$ cat src/rtl/sum_tx_sequencer_pkg.sv
// Shared constants and FSM encoding for the sum-block UART transmit sequencer.
// Defaults describe a 768-word block of 40-bit sums sent as 5 bytes each.
package sum_tx_sequencer_pkg;

  localparam int SUM_ADDR_W      = 10;
  localparam int SUM_DATA_W      = 40;
  localparam int SUM_BYTES       = 5;
  localparam int SUM_BLOCK_WORDS = 768;

  typedef enum logic [2:0] {
    ST_IDLE   = 3'd0,
    ST_READ   = 3'd1,
    ST_LATCH  = 3'd2,
    ST_SEND   = 3'd3,
    ST_DRAIN  = 3'd4,
    ST_FINISH = 3'd5
  } sum_tx_state_e;

endpackage

$ cat src/rtl/sum_tx_sequencer_word_serializer.sv
// Holds one sum word and hands it out a byte at a time, most significant byte first.
// The byte counter tells the sequencer when the last byte of the word has gone out.
module word_serializer #(
  parameter int DATA_W = 40,
  parameter int NBYTES = 5
) (
  input  logic              clk,
  input  logic              reset,
  input  logic              clr,
  input  logic              load,
  input  logic [DATA_W-1:0] din,
  input  logic              shift,
  output logic [7:0]        byte_out,
  output logic              last
);

  localparam int CNT_W = $clog2(NBYTES + 1);

  logic [DATA_W-1:0] shreg_reg;
  logic [CNT_W-1:0]  cnt_reg;

  always_ff @(posedge clk) begin
    if (reset || clr) begin
      shreg_reg <= '0;
      cnt_reg   <= '0;
    end else if (load) begin
      shreg_reg <= din;
      cnt_reg   <= '0;
    end else if (shift) begin
      shreg_reg <= {shreg_reg[DATA_W-9:0], 8'h00};
      cnt_reg   <= cnt_reg + CNT_W'(1);
    end
  end

  assign byte_out = shreg_reg[DATA_W-1 -: 8];
  assign last     = (cnt_reg == CNT_W'(NBYTES - 1));

endmodule

$ cat src/rtl/sum_tx_sequencer.sv
// Reads num_words sums from the sum RAM and streams each one to a UART, MSB byte first,
// handshaking on tx_rdy: fire a byte when ready, then wait for the UART to drop ready.
module sum_tx_sequencer
  import sum_tx_sequencer_pkg::*;
#(
  parameter int ADDR_W = SUM_ADDR_W,
  parameter int DATA_W = SUM_DATA_W,
  parameter int NBYTES = SUM_BYTES
) (
  input  logic              clk,
  input  logic              reset,
  input  logic              start,
  input  logic [ADDR_W:0]   num_words,
  output logic [ADDR_W-1:0] sum_read_addr,
  output logic              sum_read_en,
  input  logic [DATA_W-1:0] sum_data,
  input  logic              tx_rdy,
  output logic              tx_en,
  output logic [7:0]        tx_data,
  output logic              busy,
  output logic              done
);

  sum_tx_state_e     state_reg, state_next;
  logic [ADDR_W-1:0] word_cnt_reg, word_cnt_next;
  logic [ADDR_W:0]   num_words_reg, num_words_next;
  logic [ADDR_W:0]   word_cnt_inc;
  logic              sum_read_en_reg, tx_en_reg, busy_reg, done_reg;
  logic [7:0]        tx_data_reg;
  logic              ser_clr, ser_load, ser_shift, ser_last;
  logic [7:0]        ser_byte;
  logic              send_fire;

  assign word_cnt_inc = {1'b0, word_cnt_reg} + {{ADDR_W{1'b0}}, 1'b1};
  assign send_fire    = (state_reg == ST_SEND) && tx_rdy;

  word_serializer #(
    .DATA_W (DATA_W),
    .NBYTES (NBYTES)
  ) u_word_serializer (
    .clk      (clk),
    .reset    (reset),
    .clr      (ser_clr),
    .load     (ser_load),
    .din      (sum_data),
    .shift    (ser_shift),
    .byte_out (ser_byte),
    .last     (ser_last)
  );

  always_comb begin
    state_next     = state_reg;
    word_cnt_next  = word_cnt_reg;
    num_words_next = num_words_reg;
    ser_clr        = 1'b0;
    ser_load       = 1'b0;
    ser_shift      = 1'b0;
    case (state_reg)
      ST_IDLE: begin
        if (start) begin
          num_words_next = num_words;
          word_cnt_next  = '0;
          ser_clr        = 1'b1;
          state_next     = (num_words == '0) ? ST_FINISH : ST_READ;
        end
      end
      ST_READ:  state_next = ST_LATCH;
      ST_LATCH: begin
        ser_load   = 1'b1;
        state_next = ST_SEND;
      end
      ST_SEND: begin
        if (tx_rdy) state_next = ST_DRAIN;
      end
      ST_DRAIN: begin
        // The UART dropping tx_rdy is the only proof the byte was taken.
        if (!tx_rdy) begin
          ser_shift = 1'b1;
          if (!ser_last) begin
            state_next = ST_SEND;
          end else if (word_cnt_inc == num_words_reg) begin
            state_next = ST_FINISH;
          end else begin
            word_cnt_next = word_cnt_inc[ADDR_W-1:0];
            state_next    = ST_READ;
          end
        end
      end
      ST_FINISH: state_next = ST_IDLE;
      default:   state_next = ST_IDLE;
    endcase
  end

  always_ff @(posedge clk) begin
    if (reset) begin
      state_reg       <= ST_IDLE;
      word_cnt_reg    <= '0;
      num_words_reg   <= '0;
      sum_read_en_reg <= 1'b0;
      tx_en_reg       <= 1'b0;
      tx_data_reg     <= 8'h00;
      busy_reg        <= 1'b0;
      done_reg        <= 1'b0;
    end else begin
      state_reg       <= state_next;
      word_cnt_reg    <= word_cnt_next;
      num_words_reg   <= num_words_next;
      // Outputs are registered from the next state so they line up with the state they belong to.
      sum_read_en_reg <= (state_next == ST_READ);
      tx_en_reg       <= send_fire;
      if (send_fire) tx_data_reg <= ser_byte;
      busy_reg        <= (state_next != ST_IDLE) && (state_next != ST_FINISH);
      done_reg        <= (state_next == ST_FINISH);
    end
  end

  assign sum_read_addr = word_cnt_reg;
  assign sum_read_en   = sum_read_en_reg;
  assign tx_en         = tx_en_reg;
  assign tx_data       = tx_data_reg;
  assign busy          = busy_reg;
  assign done          = done_reg;

endmodule
$ cat config.mk
export PLATFORM = sky130hd
export DESIGN_NAME = sum_tx_sequencer
export DESIGN_NICKNAME = d
export VERILOG_FILES = /design/src/rtl/sum_tx_sequencer_pkg.sv /design/src/rtl/sum_tx_sequencer_word_serializer.sv /design/src/rtl/sum_tx_sequencer.sv
export SDC_FILE = /design/constraint.sdc
export NUM_CORES = 1
export LEC_CHECK = 0
export CAP_MARGIN = 25
export CORE_AREA = 2 2 113 88
export CTS_BUF_LIST = sky130_fd_sc_hd__clkbuf_8
export DETAILED_ROUTE_END_ITERATION = 7
export DIE_AREA = 0 0 115 90
export PLACE_DENSITY = 0.74
export REMOVE_ABC_BUFFERS = 1
export SLEW_MARGIN = 30
export SYNTH_ARGS = -nofsm -noshare
export SYNTH_HDL_FRONTEND = slang
export SYNTH_SLANG_ARGS = --single-unit
$ cat constraint.sdc
create_clock -name clk -period 5.7 [get_ports clk]
set_clock_uncertainty 0.1 [all_clocks]
set_input_delay 0.855 -clock clk [delete_from_list [all_inputs] [get_ports clk]]
set_output_delay 0.855 -clock clk [all_outputs]
set_load 0.02 [all_outputs]
==> impl_metrics.toml, run 1 <==
[outcome]
status = "complete, no violations"

[finish]
stdcell_area_sq_mm = 0.004908
largest_reg_flops = 40
instances_no_fill = 704
layout_commonest_cell = "nand2_1"
diodes = 0
drive_above_1_share_pct = 5.433
fin_nets = 642
area_growth_pct = 23.87
final_cell_mix = "nand2_1, a21oi_1, dfxtp_1, clkdlybuf4s50_1, nor2_1"
utilization_pct = 52.73

[setup_path]
worst_path_max_delay_cell = "clkdlybuf4s50_1"
cp_slowest_stage_delay_ps = 1110
crit_family = "buffers and inverters"
cp-start-kind = "primary input"
crit_arrival_ps = 3520
crit_required_ps = 5840
critPathKind = "primary input to register"
crit_path_max_fanout = 44
path_buf_inv = 2
path_cells = "clkdlybuf4s50_1, inv_1, nand2_2, a21oi_4, a221o_1"
end_kind = "register"

[floorplanning]
die_y_microns = 90
core_area_sq_mm = 0.009309
num_io_pins = 77
start_util_pct = 42.57
dieArea_sq_mm = 0.01035
rows = 31
die_w_microns = 115

[routing]
vias_per_cell = 5.507
drt_iter0_markers = 280
drtPass1Iterations = 5
num_vias = 3877
drc = 0
wl_per_cell_microns = 14.30
wl_mm = 10.07
ant_nets = 0

[timing]
post-route-min-period_ps = 3376
fmax_mhz = 296.2
hold_viol = 0
slew_headroom_pct = 34.64
rsz0062_at_grt = "no"
worst_slack_ps = 2324
finalSetupViolCount = 0
fin_crit_sh_pct = 59.22
maxSlewViolCount = 0
max_slew.worst_pin.slew_ps = 977.4
tns_ps = 0

[logic_synthesis]
yosysWarnings = 0
netlist_instances = 538
synthTopCellsByArea = "dfxtp_1, a21oi_1, nand2_1"
synth_cell_types = 61
netlist_area_sq_mm = 0.003963
postSynthAreaPerCell_sq_um = 7.365
ys_seq_area_share_pct = 39.91
async_flop_share_pct = 0
synth_edf_count = 0
synth_ff_type = "dfxtp_1"
synth_top_area_cell = "dfxtp_1"
ys_ff_latch = 79
synth_top_area_share_pct = 39.91

[clocking]
clock-sinks = 79
insertion_delay_ps = 350
path_clk_slew_ps = 80
tritoncts = "done"
postCtsHoldBufs = 0
cts_max_level = 3
cts_buffer_depth = 2
postCtsResizedCells = 0
post_cts_buffers = 0
cts_buffers = 9
root_buffer = "clkbuf_8"

[placement]
post-place-ws_ps = 1991
numPortBuffers = 76
dp.cells = 688
gp_congestion = 0.8948
postPlaceCellArea_sq_mm = 0.004695
hpwl_mm = 6.940

[global_route]
grt_pass1_wl_mm = 16.32
gr-total-overflow = 0
grt_max_degree = 76
grt_antenna_before_repair = 0
grt_pass1_vias = 3498
globalRouteTotalUtil_pct = 19.37

[power_and_ir_drop]
leakage_nw = 1.618
power.density_mw_per_mm2 = 242.1
peakVddDrop_mv = 0.1107

[hold_path]
hold_path_class = "register to register"

[run]
cap_violations = 0
power breakdown:
part           leakage, nW  switching [W]  internal, W  total [W]
registers            0.640      0.0000196     0.000573   0.000593
logic                0.874      0.0000881    0.0000751   0.000163
clock network        0.103       0.000207     0.000226   0.000433
path summary, 6_finish.rpt:
kind / startpoint / cells after the start / to / slack [ps]
worst min register to register: u_word_serializer.shreg_reg[39] / 2 / tx_data[7] / 360
worst min-delay path: u_word_serializer.shreg_reg[39] / 2 / tx_data[7] / 360
worst max register to register: sum_read_addr[0] / 8 / sum_read_addr[0] / 2590
worst max-delay path: reset / 5 / sum_read_addr[5] / 2320
through the flow:
step / total power, W / hold slack [ps]
after CTS: 0.001198 / 360.7
after global routing: 0.001241 / 371.8
final: 0.001188 / 356.6
after global placement: 0.0007631 / 340.6
after detailed placement: 0.0007682 / 348.3
after floorplan: 0.0006939 / 326.0
cell families (layout without fill, tap and decap cells):
family                     Yosys count  count (layout)  share of synthesized area (%)
xor gates and xnor gates            10              10                          2.210
adders and majority gates            4               4                          1.200
and+or+nand+nor                    255             255                          29.18
AOI/OAI and AO/OA                  137             137                          21.12
muxes                                3               3                         0.7894
DFF                                 79              79                          39.91
buffers and inverters               50             101                          5.589
cell type report:
| class | instances | area [sq um] |
|---|---|---|
| clock buffer | 11 | 151.4 |
| inverter | 7 | 26.28 |
| timing repair buffer | 78 | 775.7 |
| clock inverter | 5 | 57.56 |
| fill | 894 | 4400 |
| sequential | 79 | 1582 |
| tap | 115 | 143.9 |
| multi-input combinational | 409 | 2172 |
worst reg2reg max path, stage by stage (launching register included):
cell	delay, ps
dfxtp_1	450
ha_1	350
and3_4	250
nand3_1	130
a221oi_1	410
nand4_2	210
or4_1	680
a21oi_4	280
mux2_2	200
synth_stat cells (all sizes together), types with 2 or more instances:
cell	instances
a2111oi	2
a21o	2
a21oi	101
a221o	3
a311oi	2
a32oi	5
and2	4
and3	3
buf	14
clkbuf	29
dfxtp	79
ha	3
inv	7
mux2i	2
nand2	126
nand2b	2
nand3	22
nand4	5
nor2	53
nor2b	5
nor3	14
nor3b	4
nor4	7
o2111ai	2
o211ai	2
o21ai	5
o22ai	2
o31ai	2
or2	2
or3	2
or4	2
xnor2	7
xor2	3
per-layer routing:
metal  share of wire [%]  global-route usage [%]  wire, microns
met1                  46                   25.80           4661
met3                 4.5                   4.518            457
met5                   0                       0              0
met4                0.92                   5.221             93
met2                  48                   31.42           4854
Power figures use the tool's default switching activity.
==> run 2: changes to the inputs <==
Clock period 5.7 ns to 3.4 ns, I/O delays scaled along.
==> impl_metrics.toml, run 2 (synthesized netlist as in run 1, its figures left out) <==
[setup_path]
crit_path_max_fanout = 6
rr_startpoint = "sum_read_addr[0]"
critPathKind = "register to register"
ff2ff_path_depth = 8
path_cells = "ha_1, xnor2_1, o211ai_4, a2111oi_4, nand4_2, or4_1, a21oi_4, a221o_1"
worst_path_max_delay_cell = "or4_1"
end_kind = "register"
path_buf_inv = 0
ff2ff_setup_slack_ps = 400
crit_required_ps = 3590
crit_family = "compound AO/OA/AOI/OAI gates"
crit_arrival_ps = 3190
cp_slowest_stage_delay_ps = 670
cp-startpoint = "sum_read_addr[0]"
regToRegEndpoint = "sum_read_addr[5]"
cp-start-kind = "register"

[global_route]
gr-total-overflow = 0
globalRouteTotalUtil_pct = 19.47
grt_max_degree = 76
grt_antenna_before_repair = 0
grt_pass1_wl_mm = 16.42
grt_pass1_vias = 3499

[finish]
area_growth_pct = 25.54
final_cell_mix = "nand2_1, a21oi_1, dfxtp_1, clkdlybuf4s50_1, nor2_1"
layout_commonest_cell = "nand2_1"
diodes = 0
instances_no_fill = 712
largest_reg_flops = 40
drive_above_1_share_pct = 6.700
stdcell_area_sq_mm = 0.004975
fin_nets = 650

[hold_path]
hold_path_end = "tx_data[6]"
min-delay-start = "tx_data[6]"
hold_path_class = "register to register"
hold-path-cell-count = 2

[power_and_ir_drop]
leakage_nw = 1.653
sw_frac_of_total_pct = 26.14
pwr-share-clk_pct = 37.5
power.density_mw_per_mm2 = 409.7
switchingPower_w = 0.0005327
power.share.sequential_pct = 48.7
pwr-share-comb_pct = 13.8
peakVddDrop_mv = 0.2403
p_int_w = 0.001505

[clocking]
path_clk_slew_ps = 80
postCtsResizedCells = 0
cts_max_level = 3
cts_buffers = 9
tritoncts = "done"
post_cts_buffers = 0
insertion_delay_ps = 340
postCtsHoldBufs = 0
root_buffer = "clkbuf_8"
clock-sinks = 79
cts_buffer_depth = 2

[timing]
finalSetupViolCount = 0
maxSlewViolCount = 0
slew_headroom_pct = 45.94
fin_crit_sh_pct = 88.35
fmax_mhz = 332.9
hold_viol = 0
post-route-min-period_ps = 3004
rsz0062_at_grt = "no"
max_slew.worst_pin.slew_ps = 810.9

[placement]
dp.cells = 696
hpwl_mm = 7.092
gp_congestion = 0.9200
postPlaceCellArea_sq_mm = 0.004755
numPortBuffers = 76

[floorplanning]
die_w_microns = 115
dieArea_sq_mm = 0.01035
die_y_microns = 90
core_area_sq_mm = 0.009309
rows = 31
start_util_pct = 42.57
num_io_pins = 77

[routing]
vias_per_cell = 5.424
num_vias = 3862
ant_nets = 0
wl_per_cell_microns = 14.19
wl_mm = 10.10
drtPass1Iterations = 5
drt_iter0_markers = 284
drc = 0

[outcome]
status = "complete, no violations"

[run]
cap_violations = 0
==> run 2: routing by layer <==
metal | up-vias | GRT usage (%) | wire, microns
li1 | 1954 | - | -
met1 | 1786 | 26.02 | 4678
met2 | 108 | 31.13 | 4706
met3 | 14 | 3.978 | 548
met4 | 0 | 6.827 | 167
met5 | - | 0 | 0
==> run 2: worst max path at each step <==
stage	cells after the start	end	slack, ps
after floorplan	4	u_word_serializer.shreg_reg[10]	-1520
after CTS	8	sum_read_addr[5]	410
final	8	sum_read_addr[5]	400
after global routing	8	sum_read_addr[5]	180
after detailed placement	8	sum_read_addr[0]	430
after global placement	8	sum_read_addr[0]	500
==> run 2: final cells by class <==
cell class / instances / area (sq um)
timing repair buffer: 86 / 835.8
sequential: 79 / 1582
tap: 115 / 143.9
clock inverter: 7 / 96.34
inverter: 7 / 26.28
clock buffer: 9 / 123.9
fill: 887 / 4334
multi-input combinational: 409 / 2167
==> run 2: power groups by stage <==
stage | sequential, W | clock (W) | combinational (W)
final | 0.000993 | 0.000764 | 0.000280
after global placement | 0.00101 | 0 | 0.000274
after CTS | 0.000992 | 0.000782 | 0.000281
after floorplan | 0.00101 | 0 | 0.000155
after detailed placement | 0.00101 | 0 | 0.000279
after global routing | 0.000998 | 0.000822 | 0.000310
==> run 2: worst min-delay path: cells and delay by family (launching register included) <==
kind / cells / cell delay [ps]
DFF: 1 / 310
and+or+nand+nor: 1 / 50
AOI/OAI and AO/OA: 1 / 50
==> run 2: through the flow <==
step	setup WS [ps]	total power [W]	hold slack (ps)	utilization, %	TNS, ps
after detailed placement	432.5	0.001294	345.7	51.08	0
after CTS	410.5	0.002056	357.4	53.44	0
after global routing	175.9	0.002130	377.2	53.44	0
final	396.0	0.002038	355.6	53.44	0
after floorplan	-1524	0.001163	326.0	-	-64520
after global placement	503.8	0.001287	338.8	51.08	0
==> run 3: changes to the inputs <==
Settings changed: CAP_MARGIN 25 to 0.
==> results of run 3 <==
The final DEF is identical to that of run 2; final timing and power are the same.
